$ cat src/rtl/train_speed_ramp.sv
// -----------------------------------------------------------------------------
// train_speed_ramp
//   Ramps a train's current speed toward a requested speed one step per
//   RAMP_TICKS clocks, and turns the current speed into a 15-slot PWM enable.
//   An emergency stop drops the speed and the enable to zero at once. The
//   block leaves the stop state only after the operator has set the request
//   back to zero.
//
// Ports
//   clk        in   clock, all logic on the rising edge
//   rst        in   synchronous active-high reset, overrides estop
//   speed_req  in   [3:0] target speed 0..15
//   estop      in   level-sensitive emergency stop
//   en         out  registered PWM enable for the output stage
//   cur_speed  out  [3:0] current ramped speed
//   state      out  [2:0] IDLE=0 ACCEL=1 CRUISE=2 DECEL=3 ESTOP=4
//   at_speed   out  cur_speed==speed_req and not in ESTOP (combinational)
// -----------------------------------------------------------------------------
module train_speed_ramp #(
   parameter int unsigned RAMP_TICKS = 1000,  // 2..65535
   parameter int unsigned PWM_DIV    = 100    // 1..65535
) (
   input  logic       clk,
   input  logic       rst,
   input  logic [3:0] speed_req,
   input  logic       estop,
   output logic       en,
   output logic [3:0] cur_speed,
   output logic [2:0] state,
   output logic       at_speed
);

   localparam int unsigned RW = $clog2(RAMP_TICKS);
   localparam int unsigned SW = (PWM_DIV > 1) ? $clog2(PWM_DIV) : 1;

   typedef enum logic [2:0] {
      IDLE   = 3'd0,
      ACCEL  = 3'd1,
      CRUISE = 3'd2,
      DECEL  = 3'd3,
      ESTOP  = 3'd4
   } state_e;

   state_e        state_q, state_d;
   logic [3:0]    cur_q, cur_d;
   logic          en_q, en_d;
   logic [RW-1:0] ramp_cnt_q, ramp_cnt_d;
   logic [SW-1:0] slot_cnt_q, slot_cnt_d;
   logic [3:0]    pwm_cnt_q, pwm_cnt_d;
   logic          ramp_tick, slot_wrap;

   // Free-running timebases: ramp tick and PWM slot counters.
   always_comb begin
      ramp_tick  = (ramp_cnt_q == RW'(RAMP_TICKS - 1));
      ramp_cnt_d = ramp_tick ? '0 : ramp_cnt_q + RW'(1);
      slot_wrap  = (slot_cnt_q == SW'(PWM_DIV - 1));
      slot_cnt_d = slot_wrap ? '0 : slot_cnt_q + SW'(1);
      pwm_cnt_d  = pwm_cnt_q;
      if (slot_wrap) begin
         pwm_cnt_d = (pwm_cnt_q == 4'd14) ? 4'd0 : pwm_cnt_q + 4'd1;
      end
   end

   // Speed ramp and state decision.
   always_comb begin
      state_d = state_q;
      cur_d   = cur_q;
      // Pre-edge pwm/speed comparison gives k high slots out of 15.
      en_d    = (pwm_cnt_q < cur_q);

      if (estop) begin
         // Stop wins over any ramp tick or request change this cycle.
         state_d = ESTOP;
         cur_d   = 4'd0;
         en_d    = 1'b0;
      end else if (state_q == ESTOP) begin
         // Only a zero request re-arms the train, so it cannot lurch away.
         cur_d   = 4'd0;
         en_d    = 1'b0;
         state_d = (speed_req == 4'd0) ? IDLE : ESTOP;
      end else begin
         // The direction guards keep the speed from overshooting a request
         // that moved past cur_speed in the same cycle, and from wrapping.
         if (ramp_tick && (state_q == ACCEL) && (cur_q < speed_req)) begin
            cur_d = cur_q + 4'd1;
         end else if (ramp_tick && (state_q == DECEL) && (cur_q > speed_req)) begin
            cur_d = cur_q - 4'd1;
         end
         // Decide on the post-update speed so the state never lags a step.
         if (cur_d < speed_req) begin
            state_d = ACCEL;
         end else if (cur_d > speed_req) begin
            state_d = DECEL;
         end else if (cur_d == 4'd0) begin
            state_d = IDLE;
         end else begin
            state_d = CRUISE;
         end
      end
   end

   always_ff @(posedge clk) begin
      if (rst) begin
         state_q    <= IDLE;
         cur_q      <= 4'd0;
         en_q       <= 1'b0;
         ramp_cnt_q <= '0;
         slot_cnt_q <= '0;
         pwm_cnt_q  <= 4'd0;
      end else begin
         state_q    <= state_d;
         cur_q      <= cur_d;
         en_q       <= en_d;
         ramp_cnt_q <= ramp_cnt_d;
         slot_cnt_q <= slot_cnt_d;
         pwm_cnt_q  <= pwm_cnt_d;
      end
   end

   assign en        = en_q;
   assign cur_speed = cur_q;
   assign state     = state_q;
   assign at_speed  = (cur_q == speed_req) && (state_q != ESTOP);

endmodule

$ cat config.mk
export PLATFORM = sky130hd
export DESIGN_NAME = train_speed_ramp
export DESIGN_NICKNAME = d
export VERILOG_FILES = /design/src/rtl/train_speed_ramp.sv
export SDC_FILE = /design/constraint.sdc
export NUM_CORES = 1
export LEC_CHECK = 0
export ABC_AREA = 1
export BUFFER_PORTS_ARGS = -buffer_cell sky130_fd_sc_hd__buf_2
export CORE_AREA = 2 2 57 59
export DETAILED_ROUTE_END_ITERATION = 10
export DIE_AREA = 0 0 59 61
export PLACE_DENSITY_LB_ADDON = 0.12
export SYNTH_ARGS = -nofsm -noshare
export SYNTH_HDL_FRONTEND = slang
export SYNTH_SLANG_ARGS = --single-unit
$ cat constraint.sdc
create_clock -name clk -period 2.8 [get_ports clk]
set_input_delay 0.42 -clock clk [delete_from_list [all_inputs] [get_ports clk]]
set_output_delay 0.42 -clock clk [all_outputs]
set_load 0.01 [all_outputs]
==> results by group, run 1 <==
Layout
  • Final cell area excluding filler cells: around 0.0019 sq mm
  • Area occupied by multi-input gates: roughly 970 sq um
  • Total of fill cells in the finished design: roughly 270
  • Count of placed standard cells in the final layout, fillers left out: around 290
  • Area taken by flip-flops and latches: between 500 and 600 sq um
  • Post-synthesis to final-layout area growth: 11.5%
  • Layout cells sized above 1: between 15 and 20%
  • Diode count: 0
  • Final design utilization: 63.8%
  • Final nets: ~270

Clock tree
  • H-tree level count: 2
  • Root buf cell: sky130_fd_sc_hd__clkbuf_4
  • Count of buffers added by post-CTS timing repair for setup: 0
  • Number of sinks on the clock net: 29
  • # resized after CTS: 0
  • Clock tree from TritonCTS: done
  • Number of hold buffers added after cts: 0
  • Clock slew seen by the registers of the worst setup and hold paths: 0.10 ns
  • Worst-skew pair later-pin latency: 0.32 ns
  • Max clock buf depth: 2
  • Inserted Clock Buffers: 5

Placed design
  • Routability Congestion: 0.881
  • Pre-CTS setup slack: 0.267 ns
  • Placed wire-length estimate: 2470 um
  • IO buf count: 15
  • Cell count after placement: 277
  • Standard cell area after detailed placement: between 0.0015 and 0.002 sq mm

GRT
  • Largest net degree at the start of global routing: 11
  • Initial antenna violation count: 0
  • Total global routing track utilization: about 20%
  • Congestion Overflow GR: 0
  • First-pass GRT wire length: 5600 um
  • Number of global-route vias before repair: 1323

Logic synthesis
  • Share of flip-flops with an asynchronous set or reset: 0%
  • Most numerous cell in the Yosys netlist: sky130_fd_sc_hd__nand2_1
  • Post-Syn Instances: approximately 230
  • Portion of synthesized cell area occupied by the leading cell type: between 30% and 40%
  • Ranking of synthesized cells by area: sky130_fd_sc_hd__dfxtp_1 34%, sky130_fd_sc_hd__ha_1 11%, sky130_fd_sc_hd__nand2_1 9.1%
  • Top cell types by occurrence after synthesis: 41 x sky130_fd_sc_hd__nand2_1, 33 x sky130_fd_sc_hd__inv_1, 29 x sky130_fd_sc_hd__dfxtp_1
  • Post-synthesis cell area: roughly 0.0017 sq mm
  • Mean cell area of the mapped netlist: between 7 and 8 sq um
  • Count of warnings emitted by yosys: 0
  • Simple-gate share of the synthesized area: 33.6%
  • Proportion of synthesized chip area in sequential cells: approximately a third
  • Xor and xnor area share after synthesis: ~3.6%
  • Synthesized-area fraction occupied by adder cells: 11.1%
  • Flip-flop and latch count after synthesis: 29
  • Post-synth top area cell: sky130_fd_sc_hd__dfxtp_1
  • Post-synthesis cell type count: 32
  • Main combinational cell family by area after synthesis: simple AND/OR/NAND/NOR gates
  • Post-synth net total: 250
  • Portion of netlist area occupied by mux cells: 0%
  • Flip-flop cell with the highest count after synthesis: sky130_fd_sc_hd__dfxtp_1
  • Count of flip-flops with a built-in enable after synthesis: 0
  • Area fraction in compound gates after synthesis: about a tenth

Timing
  • Final worst-path cycle share: 88.7%
  • Fin. max-slew vios: 0
  • Tightest Pin Transition: roughly 0.44 ns
  • Final Hold Vio Count: 0
  • Relative slew margins: 70.4%
  • FMAX: just over 400 MHz
  • Final setup slack of the worst path: 0.317 ns
  • Final-layout setup total negative slack: 0 ns
  • Setup clock skew after layout: around 0.013 ns
  • Finish-stage setup viols: 0
  • Unrepaired setup endpoints after global routing: no
  • Final Hold Slack: 0.328 ns
  • Post-layout min period: between 2 and 2.5 ns

Worst hold path
  • Worst min-delay path category: primary input to flip-flop

Routing
  • Post-DR wirelength/cell: ~11 um
  • Total via count in the routed design: 1426
  • Met3 routed wirelength: 103 um
  • Wl on met1: roughly 1600 um
  • Via-per-instance ratio: about 5
  • Sum of routed wire length over all layers: approximately 3100 um
  • Uppermost metal layer occupied by signal nets: met4
  • Antenna Violating Nets Remaining: 0
  • Initial detailed-routing violation count: 85
  • Drt pass-1 iters: 4
  • Remaining routing DRC violations: 0
  • Met2 routed WL: between 1000 and 1500 um

Setup path
  • Master of the slowest instance on the critical path: sky130_fd_sc_hd__dfxtp_1
  • Req. time, crit path: 3.02 ns
  • Data arrival time at the worst-slack endpoint: 2.70 ns
  • Maximum cell stage delay along the critical path: 0.44 ns
  • Largest driver fanout on the critical path: 6
  • Cells traversed along the worst timing path: inv_1, ha_1, inv_1, nand2_1, nand2_1, nand2_1, a21oi_1, nand2_1, nand2_1, nand2_1, nand2_1, nand2_2, ha_1, nand3_1, nor2_1, nand2_1, nor2_1, a21oi_2
  • Capturing element type of the critical path: flip-flop
  • Category of the critical setup timing path: flip-flop to flip-flop
  • Cell repeated most along the worst path: sky130_fd_sc_hd__nand2_1
  • Buf+Inv Stages, Crit Path: 2
  • Type of element launching the critical path: flip-flop
  • Crit path max-delay family: simple AND/OR/NAND/NOR gates

Job
  • Number of max-cap violations: 0

Floorplan
  • Number of standard-cell rows in the floorplan: 20
  • Die boundary height: between 60 and 70 um
  • Die width: 59 um
  • Initial standard-cell utilization of the core: around 57%
  • Core Box Area: between 0.002 and 0.003 sq mm
  • I/O pin total: 16
  • Area enclosed by the die boundary: roughly 0.0036 sq mm

Outcome
  • Run status: finished clean

Power and ir drop
  • Leak Pwr: just under 0.9 nW
  • Total Power: 0.765 mW
  • Power density of the placed cells: 406 mW/mm^2
  • Maximum VDD drop: around 340 uV
==> cells in the final DEF (no fill, tap or decap), types with 3 or more instances in the layout <==
| cell | netlist | routed |
|---|---|---|
| sky130_fd_sc_hd__nor2_1 | 23 | 23 |
| sky130_fd_sc_hd__buf_2 | 0 | 15 |
| sky130_fd_sc_hd__nand2_1 | 41 | 41 |
| sky130_fd_sc_hd__inv_1 | 33 | 33 |
| sky130_fd_sc_hd__nand3_2 | 4 | 4 |
| sky130_fd_sc_hd__inv_2 | 3 | 3 |
| sky130_fd_sc_hd__nor3_1 | 10 | 10 |
| sky130_fd_sc_hd__nor2_2 | 4 | 4 |
| sky130_fd_sc_hd__xor2_1 | 5 | 5 |
| sky130_fd_sc_hd__nand3_1 | 15 | 15 |
| sky130_fd_sc_hd__dfxtp_1 | 29 | 29 |
| sky130_fd_sc_hd__nor3b_1 | 3 | 3 |
| sky130_fd_sc_hd__a21oi_1 | 15 | 15 |
| sky130_fd_sc_hd__ha_1 | 15 | 15 |
| sky130_fd_sc_hd__nand2_2 | 3 | 3 |
| sky130_fd_sc_hd__clkbuf_4 | 0 | 5 |
==> state kept, by name (all words and copies together), names as in the netlist <==
name,cells
cur_speed,4
en,1
pwm_cnt_q,4
ramp_cnt_q,10
slot_cnt_q,7
state,3
==> cell families after synthesis <==
logic type | after synthesis
simple gates | 115
buf+inv | 36
flops | 29
compound gates | 26
fa+ha+maj | 15
xor+xnor | 7
==> area by class of cell <==
class / instances / share of cell area [%]
multi-input cells: 163 / 51.7
flip-flops and latches: 29 / 30.8
inverters: 36 / 7.17
repair buffers: 16 / 4.38
clock buffers: 7 / 3.45
well taps: 33 / 2.19
clock inverters: 1 / 0.266
==> per-layer routing <==
layer	track usage (%)	vias up
met4	6.82	0
met5	0	-
met2	33.3	20
li1	-	792
met1	26.8	610
met3	4.48	4
==> worst paths after layout <==
| path | start | endpoint | slack (ns) | cells after the start |
|---|---|---|---|---|
| setup / recovery | cur_speed[0] | state[1] | 0.32 | 18 |
| hold / removal | rst | pwm_cnt_q[2] | 0.33 | 2 |
| setup reg to reg | cur_speed[0] | state[1] | 0.32 | 18 |
| hold reg to reg | ramp_cnt_q[0] | ramp_cnt_q[0] | 0.45 | 1 |
==> worst register-to-register path: stages (launching register included) <==
cell and delay, ns:
sky130_fd_sc_hd__dfxtp_1 0.44, sky130_fd_sc_hd__inv_1 0.14, sky130_fd_sc_hd__ha_1 0.20, sky130_fd_sc_hd__inv_1 0.05, sky130_fd_sc_hd__nand2_1 0.04, sky130_fd_sc_hd__nand2_1 0.08
sky130_fd_sc_hd__nand2_1 0.07, sky130_fd_sc_hd__a21oi_1 0.21, sky130_fd_sc_hd__nand2_1 0.10, sky130_fd_sc_hd__nand2_1 0.07, sky130_fd_sc_hd__nand2_1 0.05, sky130_fd_sc_hd__nand2_1 0.08
sky130_fd_sc_hd__nand2_2 0.07, sky130_fd_sc_hd__ha_1 0.31, sky130_fd_sc_hd__nand3_1 0.08, sky130_fd_sc_hd__nor2_1 0.13, sky130_fd_sc_hd__nand2_1 0.07, sky130_fd_sc_hd__nor2_1 0.14
sky130_fd_sc_hd__a21oi_2 0.07
==> report_power, final <==
group	switching (mW)	leakage [nW]	internal, mW	total, mW
clock network	0.141	0.0413	0.145	0.286
logic	0.0316	0.604	0.0186	0.0502
registers	0.00745	0.235	0.421	0.429
(Power assumes the default switching activity.)
==> inputs of run 2 (changes only) <==
ABC_AREA = default   (was 1)
CORE_AREA = 2 2 56 58   (was 2 2 57 59)
DIE_AREA = 0 0 58 60   (was 0 0 59 61)
==> run 2 against run 1 <==
Clock skew is 0.0026 ns lower; cell count is 7.0% lower; via count is 5.1% higher; highest routed layer unchanged; largest cell class unchanged; critical path type unchanged; critical path depth shrank 4; combinational power rose by 38%; sequential share of layout area shrank 2.2 points; total power decreased by 1.9%; die area down 3.3%; clock-buffer cell count unchanged; setup slack got worse by 0.25 ns.
==> results by group, run 2 <==
Outcome
  • Run status: finished clean

GRT
  • Total global routing track utilization: 22.9%
  • Initial antenna violation count: 0
  • Largest net degree at the start of global routing: 14
  • Number of global-route vias before repair: roughly 1400
  • First-pass GRT wire length: around 5900 um
  • Congestion Overflow GR: 0

Layout
  • Final design utilization: 70.7%
  • Register with the most flip-flops: ramp_cnt_q
  • Final cell area excluding filler cells: just over 0.002 sq mm
  • Count of placed standard cells in the final layout, fillers left out: ~270
  • Most common cell after layout, fill and taps aside: sky130_fd_sc_hd__nor2_1
  • Post-synthesis to final-layout area growth: 27.0%
  • Layout cells sized above 1: 27.2%
  • Registers with the most flip-flops: ramp_cnt_q (10), slot_cnt_q (7)
  • Diode count: 0
  • Top library cells by usage in the layout, fill and taps aside: 26 x sky130_fd_sc_hd__nor2_1, 25 x sky130_fd_sc_hd__dfxtp_1, 23 x sky130_fd_sc_hd__buf_4
  • Final nets: 254
  • Flip-flop count of the largest register after layout: 10

Logic synthesis
  • Mean cell area of the mapped netlist: approximately 8.6 sq um
  • Proportion of synthesized chip area in sequential cells: between 30% and 40%
  • Flip-flop cell with the highest count after synthesis: sky130_fd_sc_hd__dfxtp_1
  • Flip-flop and latch count after synthesis: 29
  • Post-Syn Instances: 189
  • Post-synthesis cell type count: 39
  • Count of flip-flops with a built-in enable after synthesis: 0
  • Ranking of synthesized cells by area: sky130_fd_sc_hd__dfxtp_1 36%, sky130_fd_sc_hd__ha_1 12%, sky130_fd_sc_hd__nor2_1 6.0%
  • Top cell types by occurrence after synthesis: 29 x sky130_fd_sc_hd__dfxtp_1, 26 x sky130_fd_sc_hd__nor2_1, 15 x sky130_fd_sc_hd__ha_1
  • Most numerous cell in the Yosys netlist: sky130_fd_sc_hd__dfxtp_1
  • Post-synth top area cell: sky130_fd_sc_hd__dfxtp_1
  • Share of flip-flops with an asynchronous set or reset: 0%
  • Post-synthesis cell area: about 0.0016 sq mm
  • Post-synth net total: 211
  • Count of warnings emitted by yosys: 0
  • Portion of synthesized cell area occupied by the leading cell type: between 30 and 40%

Setup path
  • Buf+Inv Stages, Crit Path: 1
  • Reg-to-reg critical path startpoint: cur_speed[0]
  • Logic depth of the worst register-to-register path: 14
  • Type of element launching the critical path: flip-flop
  • Req. time, crit path: roughly 3 ns
  • Category of the critical setup timing path: flip-flop to flip-flop
  • Maximum cell stage delay along the critical path: 0.34 ns
  • Flop2flop setup slack: between 0.06 and 0.07 ns
  • Data arrival time at the worst-slack endpoint: roughly 2.9 ns
  • Master of the slowest instance on the critical path: sky130_fd_sc_hd__dfxtp_2
  • Largest driver fanout on the critical path: 4
  • Crit path max-delay family: compound AO/OA/AOI/OAI gates
  • Capturing element type of the critical path: flip-flop
  • Cells traversed along the worst timing path: inv_1, ha_1, nand2b_4, a21oi_1, o21ai_0, mux2i_1, or2_4, ha_1, nor2b_1, o21a_1, o21ai_1, nand2b_1, nand2b_1, a41oi_2
  • Reg-to-reg endpoint: state[1]

Placed design
  • Placed wire-length estimate: approximately 2800 um
  • IO buf count: 15
  • Cell count after placement: around 250
  • Routability Congestion: 0.895
  • Standard cell area after detailed placement: 0.00187 sq mm

Routing
  • Total via count in the routed design: 1499
  • Met3 routed wirelength: 212 um
  • Via-per-instance ratio: about 5.7
  • Drt pass-1 iters: 4
  • Antenna Violating Nets Remaining: 0
  • Initial detailed-routing violation count: between 100 and 150
  • Met2 routed WL: 1910 um
  • Uppermost metal layer occupied by signal nets: met4
  • Post-DR wirelength/cell: 14.4 um
  • Remaining routing DRC violations: 0
  • Sum of routed wire length over all layers: 3820 um
  • Wl on met1: 1580 um

Timing
  • Final worst-path cycle share: between 90% and 100%
  • Tightest Pin Transition: 0.754 ns
  • FMAX: ~370 MHz
  • Final-layout setup total negative slack: 0 ns
  • Final Hold Vio Count: 0
  • Unrepaired setup endpoints after global routing: yes
  • Post-layout min period: approximately 2.7 ns
  • Fin. max-slew vios: 0
  • Setup clock skew after layout: around 0.010 ns
  • Relative slew margins: 49.3%
  • Finish-stage setup viols: 0

Floorplan
  • I/O pin total: 16
  • Area enclosed by the die boundary: about 0.0035 sq mm
  • Core Box Area: 0.00290 sq mm
  • Die width: between 50 and 60 um
  • Initial standard-cell utilization of the core: 55.7%
  • Number of standard-cell rows in the floorplan: 20
  • Die boundary height: about 60 um

Worst hold path
  • Worst hold path endpoint: state[2]
  • Startpoint of the tightest hold check path: estop
  • Worst min-delay path category: primary input to flip-flop
  • Number of cells on the worst hold path: 3

Power and ir drop
  • Sequential Power Share: 57.3%
  • Maximum VDD drop: between 300 and 400 uV
  • Logic pwr share: roughly 9%
  • P_int: between 0.5 and 0.6 mW
  • Net Switching: roughly 0.18 mW
  • Power density of the placed cells: ~370 mW/mm^2
  • Leak Pwr: about 0.9 nW
  • Sw frac: between 20% and 30%
  • Clock Power Share: about 34%

Clock tree
  • Max clock buf depth: 2
  • Root buf cell: sky130_fd_sc_hd__clkbuf_4
  • Number of sinks on the clock net: 29
  • Worst-skew pair later-pin latency: 0.32 ns
  • Clock tree from TritonCTS: done
  • Clock slew seen by the registers of the worst setup and hold paths: roughly 0.09 ns
  • H-tree level count: 2
  • Inserted Clock Buffers: 5

Job
  • Number of max-cap violations: 0
-- run 2: cell count changes after synthesis, sizes merged, moves of 4 or more --
| cell | delta |
|---|---|
| nor3 | -7 |
| clkbuf | +4 |
| o21ai | +7 |
| nand3 | -10 |
| nor2b | +4 |
| nand2 | -36 |
| a21oi | -5 |
| xnor2 | +6 |
| inv | -22 |
| nand2b | +5 |
-- run 2: worst min-delay path, cell delays in order --
cell and delay, ns:
sky130_fd_sc_hd__buf_2 0.09, sky130_fd_sc_hd__a21oi_1 0.04, sky130_fd_sc_hd__nor2_1 0.07
-- run 2: logic make-up (layout without fill, tap and decap cells) --
kind of cell / Yosys count / after routing / synth area share (%)
xor gates and xnor gates: 14 / 14 / 7.59
AOI/OAI and AO/OA: 31 / 31 / 12.8
and+or+nand+nor: 79 / 79 / 26.1
buffers and inverters: 18 / 61 / 4.18
DFF: 29 / 29 / 35.9
muxes: 3 / 3 / 1.86
adders and majority gates: 15 / 15 / 11.6
-- run 2: layer usage --
metal,global-route usage [%],vias up
li1,-,745
met1,25.6,695
met2,39.9,45
met3,6.28,14
met4,11.6,0
met5,0,-
-- run 2: power groups by stage --
stage          logic (mW)  registers, mW  clock network, mW
2_1_floorplan      0.0328          0.439                  0
3_3_place_gp       0.0593          0.439                  0
3_5_place_dp       0.0628          0.440                  0
4_1_cts            0.0632          0.431              0.260
5_1_grt            0.0767          0.431              0.276
6_report           0.0691          0.430              0.252
-- run 2: final cells by class --
class | instances | area (sq um)
multi-input cells | 142 | 1050
fillers | 243 | 850
flip-flops and latches | 29 | 588
repair buffers | 40 | 270
clock buffers | 7 | 55.1
inverters | 14 | 52.6
well taps | 33 | 41.3
-- run 2: metrics by stage --
| stage | setup WS [ns] | hold WS [ns] | power (mW) |
|---|---|---|---|
| 3_5_place_dp | -0.208 | 0.454 | 0.503 |
| 4_1_cts | 0.0211 | 0.322 | 0.754 |
| 5_1_grt | -0.0460 | 0.338 | 0.783 |
| 2_1_floorplan | 0.103 | 0.430 | 0.472 |
| 3_3_place_gp | -0.0951 | 0.445 | 0.498 |
| 6_report | 0.0627 | 0.332 | 0.751 |
-- run 2: repair_timing --
| action | 4_1_cts | 5_1_grt |
|---|---|---|
| gates resized for setup | 3 | 17 |
| gates cloned | 0 | 0 |
| hold buffers | 0 | 0 |
| pin swaps | 0 | 5 |
| endpoints found under the setup margin | 2 | 2 |
| buffers inserted | 0 | 5 |
-- run 2: worst max-delay path by stage --
stage                       startpoint       end  slack, ns  cells past startpoint
after global placement    speed_req[3]  state[1]       -0.1                     16
after detailed placement  speed_req[2]  state[1]      -0.21                     15
after floorplan           speed_req[2]  state[1]       0.10                     14
after CTS                     state[2]  state[1]       0.02                     12
after global routing      cur_speed[0]  state[1]      -0.05                     14
final                     cur_speed[0]  state[1]       0.06                     14
==> inputs of run 3 (changes only) <==
CORE_AREA = 2 2 78 43   (was 2 2 56 58)
DIE_AREA = 0 0 80 45   (was 0 0 58 60)
==> run 3 against run 2 <==
Clock-buffer cell count stayed put; design area is 0.73% higher; combinational power is 5.9% higher; critical path depth is 1 higher.
==> results by group, run 3 (synthesis gave the netlist of run 2 again) <==
Outcome
  • Run status: finished clean

Setup path
  • Type of element launching the critical path: flip-flop
  • Worst setup endpoint: state[1]
  • Largest driver fanout on the critical path: 4
  • Startpoint of the most critical setup path: cur_speed[0]
  • Reg-to-reg critical path startpoint: cur_speed[0]
  • Flop2flop setup slack: between 0.08 and 0.09 ns
  • Logic depth of the worst register-to-register path: 15
  • Data arrival time at the worst-slack endpoint: between 2 and 3 ns
  • Reg-to-reg endpoint: state[1]
  • Req. time, crit path: 2.95 ns
  • Category of the critical setup timing path: flip-flop to flip-flop
  • Capturing element type of the critical path: flip-flop

Routing
  • Via-per-instance ratio: 5.52
  • Total via count in the routed design: roughly 1500
  • Drt pass-1 iters: 4
  • Post-DR wirelength/cell: 15.4 um
  • Antenna Violating Nets Remaining: 0
  • Remaining routing DRC violations: 0
  • Sum of routed wire length over all layers: 4150 um
  • Initial detailed-routing violation count: 78

Power and ir drop
  • Total Power: approximately 0.85 mW
  • Maximum VDD drop: approximately 400 uV
  • Leak Pwr: between 0.8 and 0.9 nW
  • Power density of the placed cells: 409 mW/mm^2

Timing
  • Final worst-path cycle share: between 90% and 100%
  • Final-layout setup total negative slack: 0 ns
  • Fin. max-slew vios: 0
  • FMAX: approximately 370 MHz
  • Relative slew margins: 56.0%
  • Final Hold Vio Count: 0
  • Post-layout min period: about 2.7 ns
  • Setup clock skew after layout: slightly below 0.01 ns
  • Finish-stage setup viols: 0
  • Tightest Pin Transition: roughly 0.65 ns

Clock tree
  • Number of hold buffers added after cts: 0
  • H-tree level count: 2
  • Number of sinks on the clock net: 29
  • Inserted Clock Buffers: 5
  • Worst-skew pair later-pin latency: around 0.28 ns
  • Clock slew seen by the registers of the worst setup and hold paths: ~0.07 ns
  • Max clock buf depth: 2
  • Root buf cell: sky130_fd_sc_hd__clkbuf_8
  • Clock tree from TritonCTS: done

Layout
  • Post-synthesis to final-layout area growth: 27.9%
  • Registers with the most flip-flops: ramp_cnt_q (10), slot_cnt_q (7)
  • Top library cells by usage in the layout, fill and taps aside: 26 x sky130_fd_sc_hd__nor2_1, 24 x sky130_fd_sc_hd__dfxtp_1, 23 x sky130_fd_sc_hd__buf_4
  • Most common cell after layout, fill and taps aside: sky130_fd_sc_hd__nor2_1
  • Layout cells sized above 1: between 20 and 30%
  • Diode count: 0
  • Final nets: 252
  • Flip-flop count of the largest register after layout: 10
  • Register with the most flip-flops: ramp_cnt_q
  • Final cell area excluding filler cells: roughly 0.0021 sq mm

Worst hold path
  • Number of cells on the worst hold path: 3
  • Worst min-delay path category: primary input to flip-flop

Placed design
  • IO buf count: 15
  • Routability Congestion: about 1
  • Standard cell area after detailed placement: roughly 0.0019 sq mm
  • Placed wire-length estimate: slightly above 3000 um

GRT
  • First-pass GRT wire length: 6690 um
  • Initial antenna violation count: 0
  • Number of global-route vias before repair: about 1300
  • Largest net degree at the start of global routing: 14
  • Total global routing track utilization: 25.1%
  • Congestion Overflow GR: 0

Floorplan
  • I/O pin total: 16
  • Number of standard-cell rows in the floorplan: 14
  • Die width: approximately 80 um
  • Die boundary height: approximately 45 um
  • Initial standard-cell utilization of the core: between 50% and 60%
  • Area enclosed by the die boundary: 0.00360 sq mm
  • Core Box Area: approximately 0.0029 sq mm

Job
  • Number of max-cap violations: 0
run 3: worst min path at each step:
| stage | slack (ns) | startpoint | to |
|---|---|---|---|
| after floorplan | 0.43 | slot_cnt_q[0] | slot_cnt_q[0] |
| after global placement | 0.45 | slot_cnt_q[0] | slot_cnt_q[0] |
| after detailed placement | 0.46 | slot_cnt_q[0] | slot_cnt_q[0] |
| after CTS | 0.36 | estop | state[2] |
| after global routing | 0.42 | estop | state[2] |
| final | 0.37 | estop | state[2] |
run 3: power by group:
group | switching, mW | leakage (nW) | internal [mW]
Combinational | 0.0378 | 0.594 | 0.0354
Clock | 0.147 | 0.0443 | 0.194
Sequential | 0.00906 | 0.238 | 0.423
Total | 0.193 | 0.876 | 0.653
run 3: repair_timing:
action,CTS,global route
setup endpoints to repair,2,2
gates cloned,0,0
pin swaps,0,4
gates resized for setup,5,16
setup buffers,0,3
run 3: final cells by class:
type | count | area, sq um
inverter | 14 | 52.6
fill | 220 | 805
tap | 40 | 50.0
timing repair buffer | 38 | 248
sequential | 29 | 587
multi-input combinational | 142 | 1040
clock buffer | 7 | 86.3
run 3: metal layers:
layer	up-vias	part of all wire, %	wire, um	global-route usage, %
met4	0	1.0	42	4.41
met2	61	42	1730	35.8
met3	7	9.8	407	7.60
li1	738	-	-	-
met5	-	0	0	0
met1	684	48	1980	37.9
run 3: through the flow:
stage	hold WS (ns)	util, %	cells	setup slack, ns
floorplan	0.430	-	189	0.103
global placement	0.446	65.3	260	-0.190
global route	0.416	72.0	270	-0.0356
finish	0.366	72.0	270	0.0814
CTS	0.360	68.9	267	0.00136
detailed placement	0.463	65.3	260	-0.277
run 3: critical path, stage by stage (launching register included):
cell                       delay [ns]
sky130_fd_sc_hd__dfxtp_2         0.33
sky130_fd_sc_hd__inv_1           0.07
sky130_fd_sc_hd__ha_1            0.20
sky130_fd_sc_hd__nand2b_4        0.16
sky130_fd_sc_hd__buf_4           0.14
sky130_fd_sc_hd__a21o_4          0.22
sky130_fd_sc_hd__nand4_1         0.13
sky130_fd_sc_hd__o311ai_2        0.14
sky130_fd_sc_hd__or2_4           0.27
sky130_fd_sc_hd__ha_1            0.28
sky130_fd_sc_hd__nor2b_1         0.14
sky130_fd_sc_hd__o21a_1          0.17
sky130_fd_sc_hd__o21ai_1         0.13
sky130_fd_sc_hd__nand2b_1        0.09
sky130_fd_sc_hd__nand2b_1        0.08
sky130_fd_sc_hd__a41oi_1         0.05
